===== config.mk =====
export PLATFORM = sky130hd
export DESIGN_NAME = ascon_sequencer
export DESIGN_NICKNAME = d
export VERILOG_FILES = /design/src/rtl/ascon_sequencer.sv
export SDC_FILE = /design/constraint.sdc
export NUM_CORES = 1
export LEC_CHECK = 0
export BUFFER_PORTS_ARGS = -buffer_cell sky130_fd_sc_hd__buf_2
export CAP_MARGIN = 40
export CORE_ASPECT_RATIO = 0.9
export CORE_MARGIN = 2
export CORE_UTILIZATION = 46
export DETAILED_ROUTE_END_ITERATION = 10
export MAX_ROUTING_LAYER = met4
export PLACE_DENSITY = 0.68
export SLEW_MARGIN = 20
export SYNTH_ARGS = -nofsm -noshare
export SYNTH_HDL_FRONTEND = slang
export SYNTH_SLANG_ARGS = --single-unit
export TNS_END_PERCENT = 30

===== constraint.sdc =====
create_clock -name clk -period 2.3 [get_ports clk]
set_input_delay 0.115 -clock clk [delete_from_list [all_inputs] [get_ports clk]]
set_output_delay 0.115 -clock clk [all_outputs]
set_load 0.05 [all_outputs]

===== src/rtl/ascon_sequencer.sv =====
// Ascon permutation sequencer: decodes SPI operation triggers into state-register update selects.
// Optional macro ASCON_DEBUG_PERM_EN enables the bare-permutation debug mode (100).
module ascon_sequencer #(
    parameter int unsigned PA_ROUNDS = 12,
    parameter int unsigned PB_ROUNDS = 6
) (
    input  logic       clk,
    input  logic       rst_n,
    input  logic       operation_ready,
    input  logic [2:0] operation_mode,
    output logic [2:0] state_sel,
    output logic       state_we,
    output logic [3:0] round_idx,
    output logic       busy,
    output logic       done,
    output logic       err
);

    typedef enum logic [2:0] {
        S_IDLE,
        S_PREP,
        S_ROUND,
        S_POST,
        S_DONE
    } state_t;

    localparam logic [2:0] MODE_INIT    = 3'b001;
    localparam logic [2:0] MODE_PROCESS = 3'b010;
    localparam logic [2:0] MODE_FINAL   = 3'b011;
`ifdef ASCON_DEBUG_PERM_EN
    localparam logic [2:0] MODE_PERM    = 3'b100;
`endif

    localparam logic [2:0] SEL_HOLD     = 3'd0;
    localparam logic [2:0] SEL_LOAD_IV  = 3'd1;
    localparam logic [2:0] SEL_XOR_DATA = 3'd2;
    localparam logic [2:0] SEL_XOR_PRE  = 3'd3;
    localparam logic [2:0] SEL_XOR_POST = 3'd4;
    localparam logic [2:0] SEL_ROUND    = 3'd5;

    // Round constants always end at index 11, so fewer rounds start later.
    localparam logic [3:0] PA_START = 4'(12 - PA_ROUNDS);
    localparam logic [3:0] PB_START = 4'(12 - PB_ROUNDS);
    localparam logic [3:0] LAST_IDX = 4'd11;

    state_t     state_q, state_d;
    logic [2:0] mode_q, mode_d;
    logic [3:0] cnt_q, cnt_d;
    logic       ready_q;
    logic       trigger;
    logic       mode_legal;
    logic       err_d;
    logic [2:0] sel_d;
    logic       we_d;
    logic [3:0] idx_d;
    logic       busy_d;
    logic       done_d;

    assign trigger = operation_ready & ~ready_q;

    always_comb begin
        mode_legal = 1'b0;
        case (operation_mode)
            MODE_INIT, MODE_PROCESS, MODE_FINAL: mode_legal = 1'b1;
`ifdef ASCON_DEBUG_PERM_EN
            MODE_PERM: mode_legal = 1'b1;
`endif
            default: mode_legal = 1'b0;
        endcase
    end

    // Next-state logic plus output decode of the next state, so outputs register alongside the state.
    always_comb begin
        state_d = state_q;
        mode_d  = mode_q;
        cnt_d   = cnt_q;
        err_d   = 1'b0;
        case (state_q)
            S_IDLE: begin
                if (trigger) begin
                    if (mode_legal) begin
                        mode_d  = operation_mode;
                        state_d = S_PREP;
`ifdef ASCON_DEBUG_PERM_EN
                        if (operation_mode == MODE_PERM) begin
                            state_d = S_ROUND;
                            cnt_d   = PA_START;
                        end
`endif
                    end else begin
                        err_d = 1'b1;
                    end
                end
            end
            S_PREP: begin
                state_d = S_ROUND;
                cnt_d   = (mode_q == MODE_PROCESS) ? PB_START : PA_START;
            end
            S_ROUND: begin
                if (cnt_q == LAST_IDX) begin
                    cnt_d   = 4'd0;
                    state_d = (mode_q == MODE_PROCESS) ? S_DONE : S_POST;
`ifdef ASCON_DEBUG_PERM_EN
                    if (mode_q == MODE_PERM) begin
                        state_d = S_DONE;
                    end
`endif
                end else begin
                    cnt_d = cnt_q + 4'd1;
                end
            end
            S_POST:  state_d = S_DONE;
            S_DONE:  state_d = S_IDLE;
            default: state_d = S_IDLE;
        endcase

        sel_d  = SEL_HOLD;
        we_d   = 1'b0;
        idx_d  = 4'd0;
        busy_d = 1'b0;
        done_d = 1'b0;
        case (state_d)
            S_PREP: begin
                we_d   = 1'b1;
                busy_d = 1'b1;
                case (mode_d)
                    MODE_INIT:    sel_d = SEL_LOAD_IV;
                    MODE_PROCESS: sel_d = SEL_XOR_DATA;
                    default:      sel_d = SEL_XOR_PRE;
                endcase
            end
            S_ROUND: begin
                we_d   = 1'b1;
                busy_d = 1'b1;
                sel_d  = SEL_ROUND;
                idx_d  = cnt_d;
            end
            S_POST: begin
                we_d   = 1'b1;
                busy_d = 1'b1;
                sel_d  = SEL_XOR_POST;
            end
            S_DONE:  done_d = 1'b1;
            default: ;
        endcase
    end

    always_ff @(posedge clk or negedge rst_n) begin
        if (!rst_n) begin
            state_q   <= S_IDLE;
            mode_q    <= 3'd0;
            cnt_q     <= 4'd0;
            ready_q   <= 1'b0;
            state_sel <= SEL_HOLD;
            state_we  <= 1'b0;
            round_idx <= 4'd0;
            busy      <= 1'b0;
            done      <= 1'b0;
            err       <= 1'b0;
        end else begin
            state_q   <= state_d;
            mode_q    <= mode_d;
            cnt_q     <= cnt_d;
            ready_q   <= operation_ready;
            state_sel <= sel_d;
            state_we  <= we_d;
            round_idx <= idx_d;
            busy      <= busy_d;
            done      <= done_d;
            err       <= err_d;
        end
    end

endmodule

# Yosys cells after proc, flatten, opt, wreduce, memory -nomap -nowiden
# Cells that the tools add are included.
[totals] wordCells=49 latchBits=0 out_inout_bits=11 memories=0 ff_bits=21 mem_bits_ro=0 ramBits=0 input_bits=6
[op_classes] shift=0 n_eq_ne=14 add_sub_neg=1 muxes=20 bitwise=2 n_reduce_logical=3 n_lt_le_gt_ge=0 n_div=0 n_mul=0
[op_table] op="$eq 3x2->1 const B" n=8
[op_table] op="$mux 3" n=8
[op_table] op="$eq 3x1->1 const B" n=4
[op_table] op="$pmux 3 s4" n=1
[op_table] op="$pmux 3 s3" n=1
[op_table] op="$mux 4" n=2
[op_table] op="$pmux 4 s2" n=1
[op_table] op="$mux 1" n=6
[op_table] op="$reduce_or 3->1" n=2
[op_table] op="$add 4x1->4 const B" n=1
[op_table] op="$eq 4x4->1 const B" n=1
[op_table] op="$pmux 2 s2" n=1
[op_table] op="$eq 3x3->1 const B" n=1
[op_table] op="$logic_not 3->1" n=1
[op_table] op="$and 1x1->1" n=1
[op_table] op="$not 1->1" n=1

# Longest topological paths before layout
# Gate-level depths: netlist of the first run.
[logic_depth] ltp_word=9 depth_mapped=4 depth_no_buf=4

# Worst setup path after synthesis of the first run
# Ideal clock, no wire load.
[synth_path] path_type="flip-flop to flip-flop" start="register cnt_q[0]" end="register round_idx[3]" slack_ns=0.909 path_stages_with_launch=5 path_buffers=0 arrival_time_ns=1.325 synth_period_minus_slack_ns=1.391 t_required_ns=2.233 setup_ns=0.067 cell_sequence="dfrtp_1 -> ha_1 -> or3b_2 -> o211ai_1 -> and2_1"
[synth_between] elab_chain_cells=5 elab_cells_between_ends=8 cone_classes="1 x add/sub; 2 x eq/ne; 5 x mux"
[synth_lines] element="from (decl)" line_no="48" rtl="logic [3:0] cnt_q, cnt_d;"
[synth_lines] element="from (signal assigned)" line_no="163" rtl="cnt_q <= cnt_d;"
[synth_lines] element="$eq 4x4->1" line_no="100" rtl="if (cnt_q == LAST_IDX) begin"
[synth_lines] element="$mux 3" line_no="100"
[synth_lines] element="$pmux 3 s4" line_no="78" rtl="case (state_q)"
[synth_lines] element="$eq 3x2->1" line_no="122" rtl="case (state_d)"
[synth_lines] element="$mux 4 *" line_no="122"
[synth_lines] element="via idx_d[3]" line_no="55" rtl="logic [3:0] idx_d;"
[synth_lines] element="to (signal assigned)" line_no="167" rtl="round_idx <= idx_d;"
[synth_lines] element="to (decl)" line_no="13" rtl="output logic [3:0] round_idx,"
# The timed path passes the listed nets; every way through them passes the cells marked *.

# Worst setup path after layout of the first run
[layout_path] start="register cnt_q[0]" end="register state_q[1]"
[layout_between] elab_chain_cells=3
[layout_lines] element="$eq 4x4->1" line_no="100"
[layout_lines] element="$mux 3" line_no="100"
[layout_lines] element="$pmux 3 s4" line_no="78"
[layout_lines] element="via state_d[1]" line_no="46" rtl="state_t state_q, state_d;"
[layout_lines] element="to (signal assigned)" line_no="161" rtl="state_q <= state_d;"
[layout_lines] element="to (decl)" line_no="46"
# The timed path passes the listed nets, and every way through them passes these cells.

==> run metrics, run 1 <==
status=finished, final reports clean; first-pass GRT wire length=2311 µm; Core Rows=15; total congestion overflow=0; post-layout util=55.86%; post-route ant nets=0; worst vdd ir=0.0007658 V; DIE AREA=2459 µm²; DP HPWL=1080 µm; Mapped Area=955.9 µm²; mean post-synth cell area=12.58 µm²; Synth area leaders=dfrtp_1 (55%), nor3b_2 (2.6%), buf_6 (2.4%); Setup violations, final=0; most numerous cell in the Yosys netlist=dfrtp_1; Worst R2R Start=cnt_q[0]$_DFF_PN0_; Fin Hold WS=23.16 ps; worst-margin pin slew=433.5 ps; Post-CTS Resized=0; Worst setup EP type=flip-flop; pre-CTS setup slack=811.3 ps; fin cells=119; Mapped Nets=83; Initial DRC Count=19; Die W=52.05 µm; root buffer cell=clkbuf_4; CTS H-tree lvls=1; reg2reg end=state_q[1]$_DFF_PN0_; Seq pwr share=42.4%; dpl cells=113; ys async rst share=100.0%; Critical Path RT=2460 ps; worst skew pair latency=300 ps; Final Net Count=102; unrepaired setup endpoints after global routing=no; pin count of the biggest net entering global routing=22; crit path kind=reg -> reg; CTS tree=done; Setup WS post-layout=810.4 ps; Core ar.=1933 µm²; clock share of power=12.3%; CTS Hold Buffers Added=2; # IOs=17; slew margin rel.=71.10%; CP startpoint=cnt_q[0]$_DFF_PN0_; crit start category=flip-flop; leading area contributor after synthesis=dfrtp_1; Comb pwr share=45.3%; drt pass-1 iters=6; number of global-route vias before repair=521; overall global routing resource usage=13.92%; Area Growth Syn to Fin=12.96%; top cell type's share of synthesized area=54.97%; #FFs+latches synth=21; register area share after synthesis=54.97%; via count=614; final WL=1441 µm; yosys warns=0; Port Buf Inserts=16; final cycle utilization of the critical path=64.77%; EDFF count, synth=0; clock sink total=21; Synth Instances=76; Final Wtd Congestion=0.7652; # Post-CTS Setup Buffers=0; WL/cell=12.11 µm; sw frac=43.05%; final slew viol count=0; initial core utilization=49.45%; layout cells sized above 1=31.91%; post-route DRC violation count=0; post-route minimum period=1490 ps; Post-synth top flop=dfrtp_1; Via density=5.160; Fin. Hold Viols=0; pwr dens=1251 nW/µm²; FMAX=0.6713 GHz; min-delay src=operation_mode[1]; antenna cell count=0; CTS clk-pin slew, worst paths=110 ps; initial antenna violation count=0; Net Sw Power=0.5815 mW; P_int=0.7693 mW; Pleak=0.5456 nW; DIE HEIGHT=47.25 µm; CP arrival=1650 ps; Distinct cells, synth=39; worst min path class=in -> reg; Setup Skew=10.21 ps; crit path capture=state_q[1]$_DFF_PN0_; commonest cells in the netlist=dfrtp_1 (21), nand2_1 (4), nor2_1 (4), nand3_1 (3); max capacitance violation total=0; Max Root-Sink Buffers=2; clock buffers created by TritonCTS=3; final setup TNS=0 ps; Max FO, Critical Path=5; Reg2Reg Setup Slack=810 ps; R2R cell count=4
## kinds of logic after synthesis
family / share of synthesized area, %
flip-flops: 54.97
AO/OA/AOI/OAI: 12.44
AND/OR/NAND/NOR: 23.30
XOR/XNOR: 0.9164
multiplexers: 2.617
adder cells (fa/ha/maj): 1.309
buffers and inverters: 4.450
## cells in the final DEF (no fill, tap or decap), types with 2 or more instances in the layout
master         synthesis  routed
nand3b_1               2       2
buf_2                  1      16
o21ai_0                2       2
and2_1                 2       2
o211a_1                2       2
inv_1                  2       2
clkbuf_4               0       3
nand3_1                3       3
nand4b_1               2       2
dfrtp_1               21      21
dlygate4sd3_1          0       2
nor3b_2                2       2
o22ai_1                2       2
nor2_1                 4       4
nand2_1                4       4
## stage by stage
step / total power [mW] / cell area [µm²]
final: 1.351 / 1080
after global routing: 1.439 / 1080
after CTS: 1.364 / 1080
after detailed placement: 1.192 / 1032
after global placement: 1.186 / 1032
after floorplan: 1.089 / 955.9
## layer usage
metal / vias up / share of wire [%] / track usage (%)
met3: 5 / 7.4 / 5.732
li1: 313 / - / -
met1: 277 / 48 / 18.89
met4: 0 / 1.3 / 4.737
met5: - / 0 / -
met2: 19 / 43 / 18.73
## sequential cells by signal, summed over array words and instances, names as in the netlist
signal	flops
cnt_q	4
round_idx	4
mode_q	3
state_q	3
state_sel	3
busy	1
done	1
err	1
ready_q	1
## power groups by stage
stage	sequential [mW]	combinational [mW]	clock [mW]
2_1_floorplan	0.723	0.365	0
3_3_place_gp	0.577	0.608	0
3_5_place_dp	0.582	0.611	0
4_1_cts	0.574	0.617	0.173
5_1_grt	0.588	0.659	0.192
6_report	0.573	0.612	0.166
## critical path, cell delays in order, from the launching register on
cell      delay, ps
dfrtp_1         420
ha_1            280
nand3b_1        180
nor2_1          300
o22ai_1         170
## worst min-delay path by stage
stage | slack (ps) | cells past startpoint | to
after floorplan | -180 | 0 | busy$_DFF_PN0_
after global placement | 80 | 1 | round_idx[3]$_DFF_PN0_
after detailed placement | 80 | 1 | round_idx[3]$_DFF_PN0_
after CTS | 20 | 3 | state_sel[1]$_DFF_PN0_
after global routing | 30 | 3 | state_sel[1]$_DFF_PN0_
final | 20 | 3 | state_sel[1]$_DFF_PN0_
## layout make-up
type | count | area, µm²
multi-input combinational | 49 | 387.9
clock buffer | 3 | 22.52
timing repair buffer | 18 | 100.1
inverter | 2 | 7.507
sequential | 21 | 525.5
fill | 167 | 853.3
clock inverter | 1 | 5.005
tap | 25 | 31.28
Power figures use the tool's default switching activity.
==> run 2, diff against run 1 <==
--- a/config.mk
+++ b/config.mk
@@ -12,7 +12,7 @@
 export CORE_UTILIZATION = 46
 export DETAILED_ROUTE_END_ITERATION = 10
 export MAX_ROUTING_LAYER = met4
-export PLACE_DENSITY = 0.68
+export PLACE_DENSITY = 0.7
 export SLEW_MARGIN = 20
 export SYNTH_ARGS = -nofsm -noshare
 export SYNTH_HDL_FRONTEND = slang
==> constraint.sdc (replaced) <==
create_clock -name clk -period 1.3 [get_ports clk]
set_input_delay 0.065 -clock clk [delete_from_list [all_inputs] [get_ports clk]]
set_output_delay 0.065 -clock clk [all_outputs]
set_load 0.05 [all_outputs]
==> run 2 against run 1 <==
Net effect:
- worst hold slack better by 38 ps
- the flow now finishes with violations (negative setup slack)
- via count is 25% higher
- non-clock buffer count is 24 higher
- clock skew is 2.4 ps lower
- worst setup slack worse by 930 ps
- cell count is 20% higher
- largest power group unchanged
- sequential cell count stayed put
- cell area is 22% higher
- largest cell class unchanged
- critical path depth is 1 lower
- core utilization is 12 points higher
==> run metrics, run 2 (same netlist as run 1, synthesis figures left out) <==
worst vdd ir=0.001098 V (+43%); CTS tree=done; # IOs=17 (unchanged); final slew viol count=0 (unchanged); failing checks=negative setup slack; Die W=52.05 µm (unchanged); clock buffers created by TritonCTS=3 (unchanged); DIE HEIGHT=47.25 µm (unchanged); worst skew pair latency=310 ps (about the same); antenna cell count=0 (unchanged); FMAX=0.7053 GHz (+5.1%); worst-margin pin slew=461.9 ps (+28.37 ps); CTS H-tree lvls=1 (unchanged); Final Wtd Congestion=0.9154 (+20%); initial core utilization=49.45% (unchanged); max capacitance violation total=0 (unchanged); number of global-route vias before repair=673 (+29%); area of the multi-input gates=427.9 µm² (+10%); Core Rows=15 (unchanged); layout cells sized above 1=52.54% (+21 points); Critical Path RT=1500 ps (-960 ps); first-pass GRT wire length=3125 µm (+35%); total power=2.858 mW (+110%); Max Root-Sink Buffers=2 (unchanged); Top Registers=cnt_q x4, round_idx x4; final setup TNS=-744.5 ps (-744.5 ps); total congestion overflow=0 (unchanged); pwr dens=2163 nW/µm² (+73%); CTS clk-pin slew, worst paths=120 ps (about the same); Setup violations, final=14 (+14); post-route ant nets=0 (unchanged); root buffer cell=clkbuf_4; pre-CTS setup slack=-107.7 ps (-918.9 ps); Worst setup EP type=flip-flop; Pleak=0.6724 nW (+23%); Via density=5.357 (+3.8%); post-route minimum period=1418 ps (-71.80 ps); Setup Skew=7.794 ps (-2.419 ps); final cycle utilization of the critical path=109.1% (+44 points); Port Buf Inserts=16 (unchanged); commonest non-fill, non-tap cell in the layout=buf_4; unrepaired setup endpoints after global routing=yes; Initial DRC Count=22 (+3); Setup WS post-layout=-117.8 ps (-928.2 ps); status=complete, but fails checks; Core ar.=1933 µm² (unchanged); via count=766 (+25%); DP HPWL=1343 µm (+24%); final WL=2013 µm (+40%); drt pass-1 iters=4 (-2); crit start category=flip-flop; pin count of the biggest net entering global routing=22 (unchanged); Final Net Count=126 (+24%); CP arrival=1620 ps (-30 ps); commonest cells after routing, fill and taps aside=buf_4 (19), dfrtp_1 (18), buf_2 (16), nand2_1 (4), buf_6 (4); DIE AREA=2459 µm² (unchanged); post-route DRC violation count=0 (unchanged); clock sink total=21 (unchanged); crit path kind=reg -> reg; WL/cell=14.08 µm (+16%); Max FO, Critical Path=5 (unchanged); initial antenna violation count=0 (unchanged); overall global routing resource usage=19.17% (+5.2 points); Fin. Hold Viols=0 (unchanged); Area Growth Syn to Fin=38.22%; register area=529.3 µm² (+0.71%); worst min path class=in -> reg; fill count=146 (-13%); slew margin rel.=69.21% (-1.9 points)
==> run 2: cell type report <==
class                      instances  share of cell area (%)
tap                               25                   2.367
sequential                        21                   40.06
clock inverter                     1                  0.3788
clock buffer                       3                   1.705
inverter                           2                  0.5682
multi-input combinational         49                   32.39
timing repair buffer              42                   22.54
==> run 2: worst paths after layout <==
check,startpoint,endpoint,slack (ps),cells past startpoint
max,state_q[0]$_DFF_PN0_,mode_q[1]$_DFF_PN0_,-120,3
min,operation_mode[2],state_sel[0]$_DFF_PN0_,60,3
max reg2reg,state_q[0]$_DFF_PN0_,mode_q[1]$_DFF_PN0_,-120,3
min reg2reg,mode_q[2]$_DFF_PN0_,mode_q[2]$_DFF_PN0_,560,1
max in group asynchronous,rst_n,state_q[1]$_DFF_PN0_,740,2
min in group asynchronous,rst_n,round_idx[0]$_DFF_PN0_,220,2
==> run 2: power by group <==
part / switching (mW) / internal (mW) / total [mW]
Clock: 0.198 / 0.115 / 0.313
Combinational: 0.825 / 0.706 / 1.53
Sequential: 0.162 / 0.852 / 1.01
==> run 2: per-layer routing <==
layer	global-route usage, %	wire length [µm]	vias up	share of wire, %
li1	-	-	359	-
met1	23.28	908	375	45
met2	28.86	930	25	46
met3	7.006	114	7	5.7
met4	8.421	59	0	2.9
met5	-	0	-	0
==> run 2: metrics by stage <==
step	cells	hold slack, ps	instance area (µm²)	utilization [%]
floorplan	76	-230.6	958.4	-
global placement	132	33.88	1177	60.91
detailed placement	132	48.16	1177	60.91
CTS	140	63.50	1261	65.24
global route	143	94.82	1321	68.35
finish	143	60.79	1321	68.35
==> run 2: timing repair <==
item / in CTS / in global routing
hold buffers: 3 / 0
pin swaps: 3 / 8
hold endpoints to repair: 23 / 0
endpoints found under the setup margin: 12 / 17
gates resized for setup: 5 / 13
setup buffers: 1 / 3
==> run 2: worst max-delay path: stages, from the launching register on <==
cell	delay [ps]
dfrtp_2	460
nor4_4	370
nand3_4	160
mux2_4	310
